## config.mk

```make
export PLATFORM = sky130hd
export DESIGN_NAME = mips_multicycle_control
export DESIGN_NICKNAME = d
export VERILOG_FILES = /design/src/rtl/mips_multicycle_control.sv
export SDC_FILE = /design/constraint.sdc
export NUM_CORES = 1
export LEC_CHECK = 0
export ABC_CLOCK_PERIOD_IN_PS = 1720
export CAP_MARGIN = 20
export CORE_AREA = 2 2 39 41
export DETAILED_ROUTE_END_ITERATION = 8
export DIE_AREA = 0 0 41 43
export PLACE_DENSITY = 0.76
export SYNTH_ARGS = -nofsm -noshare
export SYNTH_HDL_FRONTEND = slang
export SYNTH_SLANG_ARGS = --single-unit
```

## constraint.sdc

```tcl
create_clock -name clk -period 1.72 [get_ports clk]
set_input_delay 0.344 -clock clk [delete_from_list [all_inputs] [get_ports clk]]
set_output_delay 0.344 -clock clk [all_outputs]
set_load 0.05 [all_outputs]
```

## src/rtl/mips_multicycle_control.sv

```systemverilog
// Moore main-control FSM for the multicycle MIPS datapath.
// Optional addi support is built when MIPS_CTRL_ADDI_EN is defined.
module mips_multicycle_control (
  input  logic       clk,
  input  logic       reset,
  input  logic [5:0] Opcode,
  output logic       IorD,
  output logic       MemWrite,
  output logic       IRWrite,
  output logic       PCWrite,
  output logic       Branch,
  output logic [1:0] PCSrc,
  output logic       ALUSrcA,
  output logic [1:0] ALUSrcB,
  output logic [1:0] ALUOp,
  output logic       RegDst,
  output logic       MemtoReg,
  output logic       RegWrite,
  output logic [3:0] State
);

  localparam logic [5:0] OpRtype = 6'b000000;
  localparam logic [5:0] OpJ     = 6'b000010;
  localparam logic [5:0] OpBeq   = 6'b000100;
  localparam logic [5:0] OpAddi  = 6'b001000;
  localparam logic [5:0] OpLw    = 6'b100011;
  localparam logic [5:0] OpSw    = 6'b101011;

  typedef enum logic [3:0] {
    StFetch   = 4'd0,
    StDecode  = 4'd1,
    StMemAdr  = 4'd2,
    StMemRd   = 4'd3,
    StMemWb   = 4'd4,
    StMemWr   = 4'd5,
    StExecute = 4'd6,
    StAluWb   = 4'd7,
    StBranch  = 4'd8,
    StAddiEx  = 4'd9,
    StAddiWb  = 4'd10,
    StJump    = 4'd11
  } state_t;

  state_t r_state;
  state_t w_next;

  always_ff @(posedge clk or posedge reset) begin
    if (reset) begin
      r_state <= StFetch;
    end else begin
      r_state <= w_next;
    end
  end

  always_comb begin
    w_next = StFetch;
    case (r_state)
      StFetch:  w_next = StDecode;
      StDecode: begin
        case (Opcode)
          OpLw, OpSw: w_next = StMemAdr;
          OpRtype:    w_next = StExecute;
          OpBeq:      w_next = StBranch;
`ifdef MIPS_CTRL_ADDI_EN
          OpAddi:     w_next = StAddiEx;
`endif
          OpJ:        w_next = StJump;
          default:    w_next = StFetch;
        endcase
      end
      StMemAdr:  w_next = (Opcode == OpLw) ? StMemRd : StMemWr;
      StMemRd:   w_next = StMemWb;
      StExecute: w_next = StAluWb;
`ifdef MIPS_CTRL_ADDI_EN
      StAddiEx:  w_next = StAddiWb;
`endif
      default:   w_next = StFetch;
    endcase
  end

  // Outputs decode the state directly; reset only masks the strobes so the
  // first FETCH after release already drives IRWrite/PCWrite.
  always_comb begin
    IorD     = 1'b0;
    MemWrite = 1'b0;
    IRWrite  = 1'b0;
    PCWrite  = 1'b0;
    Branch   = 1'b0;
    PCSrc    = 2'b00;
    ALUSrcA  = 1'b0;
    ALUSrcB  = 2'b00;
    ALUOp    = 2'b00;
    RegDst   = 1'b0;
    MemtoReg = 1'b0;
    RegWrite = 1'b0;
    case (r_state)
      StFetch: begin
        IRWrite = 1'b1;
        PCWrite = 1'b1;
        ALUSrcB = 2'b01;
      end
      StDecode: ALUSrcB = 2'b11;
      StMemAdr: begin
        ALUSrcA = 1'b1;
        ALUSrcB = 2'b10;
      end
      StMemRd: IorD = 1'b1;
      StMemWb: begin
        RegWrite = 1'b1;
        MemtoReg = 1'b1;
      end
      StMemWr: begin
        IorD     = 1'b1;
        MemWrite = 1'b1;
      end
      StExecute: begin
        ALUSrcA = 1'b1;
        ALUOp   = 2'b10;
      end
      StAluWb: begin
        RegWrite = 1'b1;
        RegDst   = 1'b1;
      end
      StBranch: begin
        ALUSrcA = 1'b1;
        ALUOp   = 2'b01;
        PCSrc   = 2'b01;
        Branch  = 1'b1;
      end
`ifdef MIPS_CTRL_ADDI_EN
      StAddiEx: begin
        ALUSrcA = 1'b1;
        ALUSrcB = 2'b10;
      end
      StAddiWb: RegWrite = 1'b1;
`endif
      StJump: begin
        PCWrite = 1'b1;
        PCSrc   = 2'b10;
      end
      default: ;
    endcase
    if (reset) begin
      PCWrite  = 1'b0;
      IRWrite  = 1'b0;
      RegWrite = 1'b0;
      MemWrite = 1'b0;
      Branch   = 1'b0;
    end
  end

  assign State = r_state;

endmodule
```

==> flow_summary.rst, run 1 <==
.. list-table::
   :header-rows: 1

   * - Metric
     - Value
   * - Fail Step
     - global routing (5_1_grt)
   * - Post-Syn Nets
     - 60
   * - Width of the die
     - 41 um
   * - Share of the yosys chip area belonging to registers
     - 0.233
   * - Adder and majority gate portion of the synthesized area
     - 0
   * - Number of buffers on the longest clock path
     - 2
   * - Result of the run
     - did not finish
   * - Pin count of the biggest net entering global routing
     - 9
   * - Largest family of logic cells by synthesized area
     - simple AND/OR/NAND/NOR gates
   * - Gp weighted congestion
     - 0.727
   * - Buffers on Ports
     - 26
   * - Count of different cell masters after synthesis
     - 28
   * - Vert. Die Dim
     - 43 um
   * - Total I/O pin count
     - 27
   * - Number of buffers created by CTS
     - 3
   * - Flops & latches, synth
     - 4
   * - Worst EP post-GRT repair
     - ALUSrcB[1]
   * - Fraction of the mapped netlist area in simple logic gates
     - 0.456
   * - Share of the synthesized area in the top cell type
     - 0.233
   * - Syn avg cell area
     - 8.28 um^2
   * - Synth Instances
     - 52
   * - Synth area leader
     - sky130_fd_sc_hd__dfrtp_1
   * - Synth warnings
     - 0
   * - Largest cells by area after synthesis
     - sky130_fd_sc_hd__dfrtp_1, sky130_fd_sc_hd__nor3_1, sky130_fd_sc_hd__xnor2_1
   * - Root buffer cell
     - sky130_fd_sc_hd__clkbuf_4
   * - Number of antenna violations at the first check in global routing
     - 0
   * - Synthesized area
     - 430 um^2
   * - Number of rows in the core area
     - 14
   * - Area fraction in compound gates after synthesis
     - 0.128
   * - Detailed Place HPWL
     - 1.07 mm
   * - Share of the synthesized netlist area taken by xor and xnor gates
     - 0.0814
   * - Pin category terminating the worst setup path after the last repair
     - top-level output
   * - H-tree depth reported by CTS
     - 1
   * - Effective utilization at floorplan
     - 0.311
   * - CTS sink count
     - 4
   * - Err
     - [ERROR DPL-0033] detailed placement checks failed during check placement.
   * - Total placed instance area
     - 0.00106 mm^2
   * - Multiplexer share of the synthesized area
     - 0
==> synthesized netlist by cell type <==
library cell and count:
sky130_fd_sc_hd__a211o_1 1, sky130_fd_sc_hd__o21a_1 1, sky130_fd_sc_hd__and4b_1 1, sky130_fd_sc_hd__nand4_1 1
sky130_fd_sc_hd__buf_6 1, sky130_fd_sc_hd__nor3_1 8, sky130_fd_sc_hd__nand2_1 3, sky130_fd_sc_hd__o211ai_1 1
sky130_fd_sc_hd__or2_1 1, sky130_fd_sc_hd__nand2b_1 3, sky130_fd_sc_hd__nor2_1 6, sky130_fd_sc_hd__nor4b_4 1
sky130_fd_sc_hd__xnor2_1 3, sky130_fd_sc_hd__buf_2 2, sky130_fd_sc_hd__nor3b_1 1, sky130_fd_sc_hd__inv_1 1
sky130_fd_sc_hd__nor4b_2 1, sky130_fd_sc_hd__a221oi_2 1, sky130_fd_sc_hd__xor2_1 1, sky130_fd_sc_hd__a21o_1 1
sky130_fd_sc_hd__nor4_1 1, sky130_fd_sc_hd__and3_1 1, sky130_fd_sc_hd__o311ai_1 1, sky130_fd_sc_hd__nand3_1 1
sky130_fd_sc_hd__inv_2 1, sky130_fd_sc_hd__buf_4 2, sky130_fd_sc_hd__nor4b_1 2, sky130_fd_sc_hd__dfrtp_1 4
==> repair_timing <==
item | CTS
resized for setup | 22
cloned | 0
pin swaps | 5
setup buffers | 17
setup endpoints to repair | 13
hold buffers | 0
==> kinds of logic after synthesis <==
kind of cell           after synthesis
flip-flops                           4
AO/OA/AOI/OAI                        6
buffers and inverters                7
AND/OR/NAND/NOR                     31
XOR/XNOR                             4
==> stage by stage <==
step	std cells	setup slack (ns)
2_1_floorplan	52	-0.295
3_3_place_gp	99	-0.0683
3_5_place_dp	99	-0.0993
4_1_cts	119	-0.0561
==> run 2: changes to the inputs <==
- CORE_AREA: 2 2 39 41 -> 2 2 63 65
- DIE_AREA: 0 0 41 43 -> 0 0 65 67
- PLACE_DENSITY: 0.76 -> unset
- PLACE_DENSITY_LB_ADDON: unset -> 0.15
==> flow_summary.rst, run 2 <==
.. list-table::
   :header-rows: 1

   * - Metric
     - Value
   * - Total power after layout
     - 1.29 mW
   * - Class of the tightest hold or removal check
     - in2async
   * - Overall track demand over capacity in global routing
     - 0.0855
   * - Leading cell type by number of instances after synthesis
     - sky130_fd_sc_hd__nor3_1
   * - Global-route wire length before repair
     - 2.73 mm
   * - Net total in the final layout
     - 111
   * - Violations in the final reports
     - setup timing
   * - Detailed Place HPWL
     - 1.22 mm
   * - Count of flip-flops with a built-in enable after synthesis
     - 0
   * - Fill cells
     - 362
   * - Clock insertion delay at the later pin of the skew report
     - 0.22 ns
   * - Vias post-DR
     - 569
   * - Number of nets still failing antenna checks after routing
     - 0
   * - Most used cells in the layout excluding fill and tap cells
     - sky130_fd_sc_hd__buf_4, sky130_fd_sc_hd__buf_12, sky130_fd_sc_hd__clkdlybuf4s50_1
   * - Number of rows in the core area
     - 22
   * - Share of cells above drive strength 1
     - 0.713
   * - Part of the cycle the worst path needs
     - 1.01
   * - Power density relative to cell area
     - 991 mW/mm^2
   * - Synth Instances
     - 52
   * - Total I/O pin count
     - 27
   * - Number of antenna violations at the first check in global routing
     - 0
   * - Gp weighted congestion
     - 0.786
   * - Buffers on Ports
     - 26
   * - Width of the die
     - 65 um
   * - Number of global-route vias before repair
     - 573
   * - Total wire length after detailed routing
     - 1.59 mm
   * - Leading cell type in the layout, fill and taps excluded
     - sky130_fd_sc_hd__buf_4
   * - Setup slack, reg-to-reg
     - 0.30 ns
   * - Area Growth Syn to Fin
     - 203%
   * - Number of buffers on the longest clock path
     - 2
   * - Async set-or-reset flop fraction in the synthesized netlist
     - 1.00
   * - CTS sink count
     - 4
   * - Cell depth of the worst flop-to-flop path
     - 5
   * - Type of element launching the critical path
     - flip-flop
   * - Setup repair after global routing missed its margin
     - true
   * - Via-per-instance ratio
     - 3.82
   * - Result of the run
     - complete, but fails checks
   * - Die outline area
     - 0.00436 mm^2
   * - Type of destination of the critical path
     - primary output
   * - Min Tclk post-route
     - 1.75 ns
   * - Max-cap violations
     - 0
   * - Top cell types by occurrence after synthesis
     - sky130_fd_sc_hd__nor3_1, sky130_fd_sc_hd__nor2_1, sky130_fd_sc_hd__dfrtp_1
   * - Syn avg cell area
     - 8.28 um^2
   * - Clock-pin slew of the registers on the worst-case setup and hold paths
     - 0.03 ns
   * - Synth area leader
     - sky130_fd_sc_hd__dfrtp_1
   * - Data required, critical path
     - 1.38 ns
   * - Setup Crit Path Kind
     - reg2out
   * - Share of the synthesized area in the top cell type
     - 0.233
   * - H-tree depth reported by CTS
     - 1
   * - Share of the yosys chip area belonging to registers
     - 0.233
   * - Total count of max-transition violations in the final report
     - 0
   * - Slew HR
     - 0.740
   * - Final WS setup
     - -0.0257 ns
   * - Inserted Diodes
     - 0
   * - Pin count of the biggest net entering global routing
     - 11
   * - Drt first pass iters
     - 3
   * - Critical path data arrival time
     - 1.40 ns
   * - Number of buffers created by CTS
     - 3
   * - TritonCTS clock tree
     - done
   * - Count of different cell masters after synthesis
     - 28
   * - Number of buffers added to fix hold violations after cts
     - 0
   * - Main synth FF type
     - sky130_fd_sc_hd__dfrtp_1
   * - Mean routed wirelength per cell
     - 10.7 um
   * - Std-Cell Core Area
     - 0.00361 mm^2
   * - Violation count after the first detailed-routing iteration
     - 8
   * - Synth warnings
     - 0
   * - Final Skew
     - 0.00465 ns
   * - Maximum achievable frequency
     - 573 MHz
   * - Remaining design rule violation count
     - 0
   * - Flops & latches, synth
     - 4
   * - Leakage Power
     - 0.517 nW
   * - Transition time at the pin with the least slew margin
     - 0.387 ns
   * - Effective utilization at floorplan
     - 0.119
   * - Worst voltage drop across the vdd grid
     - 0.304 mV
   * - Post-Syn Nets
     - 60
   * - Root buffer cell
     - sky130_fd_sc_hd__clkbuf_8
   * - R2r endpoint
     - State[2]
   * - Vert. Die Dim
     - 67 um
   * - FF-to-FF Start
     - State[0]
   * - Grt total ovfl
     - 0
   * - Number of failing setup endpoints in the final timing report
     - 5
   * - Synthesized area
     - 430 um^2
   * - Worst-path maximum fanout
     - 5
   * - Largest cells by area after synthesis
     - sky130_fd_sc_hd__dfrtp_1, sky130_fd_sc_hd__nor3_1, sky130_fd_sc_hd__xnor2_1
   * - Flip-flop count of the largest register, all copies and words added
     - 4
   * - Number of hold-slack violations in the final timing report
     - 0
   * - Final design utilization
     - 0.362
==> run 2: cell counts after synthesis <==
No cell type changed its count.
==> run 2: how the worst max path moves through the flow <==
stage,startpoint,endpoint,slack [ns]
after floorplan,State[2],PCWrite,-0.29
after global placement,reset,Branch,-0.07
after detailed placement,reset,PCWrite,-0.1
after CTS,State[2],IRWrite,-0.04
after global routing,State[2],IRWrite,-0.10
final,State[2],ALUSrcA,-0.03
==> run 2: cell type report <==
type / instances / area [um^2] / area share
Clock buffer: 3 / 41.3 / 0.0316
Sequential cell: 4 / 108 / 0.0824
Multi-Input combinational cell: 41 / 434 / 0.332
Inverter: 2 / 7.51 / 0.00575
Timing Repair Buffer: 51 / 656 / 0.502
Tap cell: 48 / 60.1 / 0.0460
==> run 2: worst max-delay path, stage by stage, from the launching register on <==
cell	delay, ns
sky130_fd_sc_hd__dfrtp_2	0.42
sky130_fd_sc_hd__buf_6	0.14
sky130_fd_sc_hd__nand2b_4	0.18
sky130_fd_sc_hd__o21a_1	0.21
sky130_fd_sc_hd__nor2_4	0.10
sky130_fd_sc_hd__buf_12	0.14
==> run 2: repair_timing <==
| action | 4_1_cts | 5_1_grt |
|---|---|---|
| pin swaps | 6 | 3 |
| setup endpoints to repair | 11 | 12 |
| resized for setup | 11 | 2 |
| setup buffers | 9 | 5 |
==> run 2: where the power goes <==
| group | internal (mW) | switching [mW] | leakage [nW] |
|---|---|---|---|
| sequential | 0.120 | 0.0523 | 0.0474 |
| clock | 0.149 | 0.0486 | 0.0216 |
| combinational | 0.497 | 0.427 | 0.448 |
| total | 0.766 | 0.528 | 0.517 |
==> run 2: per-layer routing <==
layer  up-vias  global-route usage  part of all wire
li1        287                   -                 -
met1       267              0.0887              0.41
met2        13               0.142              0.54
met3         2              0.0253             0.038
met4         0              0.0718             0.017
met5         -                   0                 0
==> run 2: stage by stage <==
stage	std cells	hold slack, ns	setup TNS (ns)	instance area (um^2)	worst slack (ns)
after global routing	149	0.458	-0.856	1310	-0.102
after global placement	132	0.616	-0.258	1110	-0.0747
after detailed placement	132	0.613	-0.319	1110	-0.0995
after floorplan	52	0.126	-1.69	587	-0.295
final	149	0.452	-0.110	1310	-0.0257
after CTS	144	0.450	-0.189	1260	-0.0416
==> run 2: logic make-up after synthesis <==
| group | synth area share |
|---|---|
| compound gates | 0.128 |
| xor+xnor | 0.0814 |
| buf+inv | 0.102 |
| flops | 0.233 |
| simple gates | 0.456 |
No activity file was read; power rests on OpenSTA's default activity.
==> run 3: changes to the inputs <==
- CTS_CLUSTER_DIAMETER: unset -> 100
==> results of run 3 <==
The final DEF is identical to that of run 2; final timing and power are the same.
==> run 4: changes to the inputs <==
- CELL_PAD_IN_SITES_DETAIL_PLACEMENT: unset -> 1
- CELL_PAD_IN_SITES_GLOBAL_PLACEMENT: unset -> 1
- REMOVE_ABC_BUFFERS: unset -> 1
==> flow_summary.rst, run 4 (synthesis gave the netlist of run 2 again) <==
.. list-table::
   :header-rows: 1

   * - Metric
     - Value
   * - Leading cell type in the layout, fill and taps excluded
     - sky130_fd_sc_hd__buf_4
   * - Number of antenna violations at the first check in global routing
     - 0
   * - Number of buffers on the longest clock path
     - 2
   * - Pin count of the biggest net entering global routing
     - 10
   * - Number of global-route vias before repair
     - 594
   * - Violations in the final reports
     - setup timing
   * - Violation count after the first detailed-routing iteration
     - 16
   * - Design area
     - 0.00127 mm^2
   * - Transition time at the pin with the least slew margin
     - 0.281 ns
   * - Root buffer cell
     - sky130_fd_sc_hd__clkbuf_8
   * - Effective utilization at floorplan
     - 0.119
   * - Remaining design rule violation count
     - 0
   * - Part of the cycle the worst path needs
     - 1.00
   * - Std-Cell Core Area
     - 0.00361 mm^2
   * - Total count of max-transition violations in the final report
     - 0
   * - Flip-flop count of the largest register, all copies and words added
     - 4
   * - Mean routed wirelength per cell
     - 11.5 um
   * - CTS sink count
     - 4
   * - Worst slack on hold paths
     - 0.383 ns
   * - Clock insertion delay at the later pin of the skew report
     - 0.21 ns
   * - Data required, critical path
     - 1.38 ns
   * - Number of cells in the design after placement
     - 137
   * - Global-route wire length before repair
     - 2.78 mm
   * - Post-layout instance count excluding filler cells
     - 150
   * - Total placed instance area
     - 0.00102 mm^2
   * - Area Growth Syn to Fin
     - 195%
   * - Via-per-instance ratio
     - 3.89
   * - Type of destination of the critical path
     - primary output
   * - Sequential cell area
     - 104 um^2
   * - H-tree depth reported by CTS
     - 1
   * - TritonCTS clock tree
     - done
   * - Net total in the final layout
     - 112
   * - Max Used Layer
     - met4
   * - Power density relative to cell area
     - 954 mW/mm^2
   * - Width of the die
     - 65 um
   * - Number of nets still failing antenna checks after routing
     - 0
   * - Slew HR
     - 0.811
   * - Total power after layout
     - 1.21 mW
   * - Detailed Place HPWL
     - 1.37 mm
   * - Result of the run
     - complete, but fails checks
   * - Drt first pass iters
     - 3
   * - Maximum achievable frequency
     - 579 MHz
   * - Min Tclk post-route
     - 1.73 ns
   * - Die outline area
     - 0.00436 mm^2
   * - Area taken by multi-input logic gates
     - 380 um^2
   * - Met2 wire length
     - 852 um
   * - Clock-pin slew of the registers on the worst-case setup and hold paths
     - 0.03 ns
   * - Wire length on met3
     - 121 um
   * - Overall track demand over capacity in global routing
     - 0.0851
   * - Vias post-DR
     - 583
   * - Wire length on met1
     - 733 um
   * - Max-cap violations
     - 0
   * - Fill cells
     - 410
   * - Number of rows in the core area
     - 22
   * - Final Skew
     - 0.00172 ns
   * - Most used cells in the layout excluding fill and tap cells
     - sky130_fd_sc_hd__buf_4, sky130_fd_sc_hd__buf_12, sky130_fd_sc_hd__buf_6
   * - Setup Crit Path Kind
     - reg2out
   * - Total wire length after detailed routing
     - 1.73 mm
   * - Final WS setup
     - -0.00763 ns
   * - Vert. Die Dim
     - 67 um
   * - Worst-path maximum fanout
     - 7
   * - Critical path data arrival time
     - 1.38 ns
   * - Worst voltage drop across the vdd grid
     - 0.203 mV
   * - Number of failing setup endpoints in the final timing report
     - 4
   * - Gp weighted congestion
     - 0.654
   * - Share of cells above drive strength 1
     - 0.676
   * - Final design utilization
     - 0.352
   * - Number of hold-slack violations in the final timing report
     - 0
   * - Grt total ovfl
     - 0
   * - Number of buffers created by CTS
     - 3
   * - Leakage Power
     - 0.520 nW
   * - Setup repair after global routing missed its margin
     - true
   * - Type of element launching the critical path
     - flip-flop
   * - Total I/O pin count
     - 27
   * - Class of the tightest hold or removal check
     - in2async
   * - Buffers on Ports
     - 26
   * - Inserted Diodes
     - 0
run 4: changes by cell type in the layout (fill, tap and decap cells not counted), sizes merged:
| cell | before | now |
|---|---|---|
| clkbuf | 3 | 4 |
run 4: cell type report:
type                    instances  share of cell area
multi-input cells              41               0.300
well taps                      48              0.0473
inverters                       2             0.00592
clock buffers                   3              0.0325
flip-flops and latches          4              0.0819
repair buffers                 52               0.533
run 4: worst max-delay path, stage by stage, from the launching register on:
cell and delay (ns):
sky130_fd_sc_hd__dfrtp_2 0.48, sky130_fd_sc_hd__buf_4 0.19, sky130_fd_sc_hd__nor3_1 0.19, sky130_fd_sc_hd__buf_4 0.17, sky130_fd_sc_hd__buf_12 0.13
run 4: per-layer routing:
metal | global-route usage | up-vias
li1 | - | 288
met2 | 0.153 | 26
met1 | 0.0926 | 267
met5 | 0 | -
met4 | 0.0479 | 0
met3 | 0.0169 | 2
run 4: timing repair:
action / CTS / global route
pin swaps: 1 / 6
gates resized for setup: 17 / 14
hold buffers: 0 / 0
buffers inserted: 5 / 5
endpoints found under the setup margin: 14 / 11
run 4: through the flow:
stage                     setup WS, ns  TNS, ns
after floorplan                  -1.67   -13.78
after detailed placement        -0.158   -0.364
after global placement          -0.114   -0.313
final                         -0.00763  -0.0178
after global routing           -0.0942   -0.487
after CTS                      -0.0812   -0.144
run 4: worst paths after layout:
path,endpoint,slack [ns],start,depth (start not counted)
min,State[1],0.38,reset,3
max,ALUOp[0],-0.008,State[0],4
max reg2reg,State[2],0.37,State[3],5
max in group asynchronous,State[2],1.23,reset,3
min reg2reg,State[0],0.67,State[2],2
min in group clk,State[0],0.67,State[2],2
run 4: where the power goes:
part	switching, mW	total (mW)	internal [mW]
Clock	0.0427	0.191	0.149
Sequential	0.0512	0.165	0.114
Combinational	0.399	0.855	0.455
Total	0.493	1.21	0.718
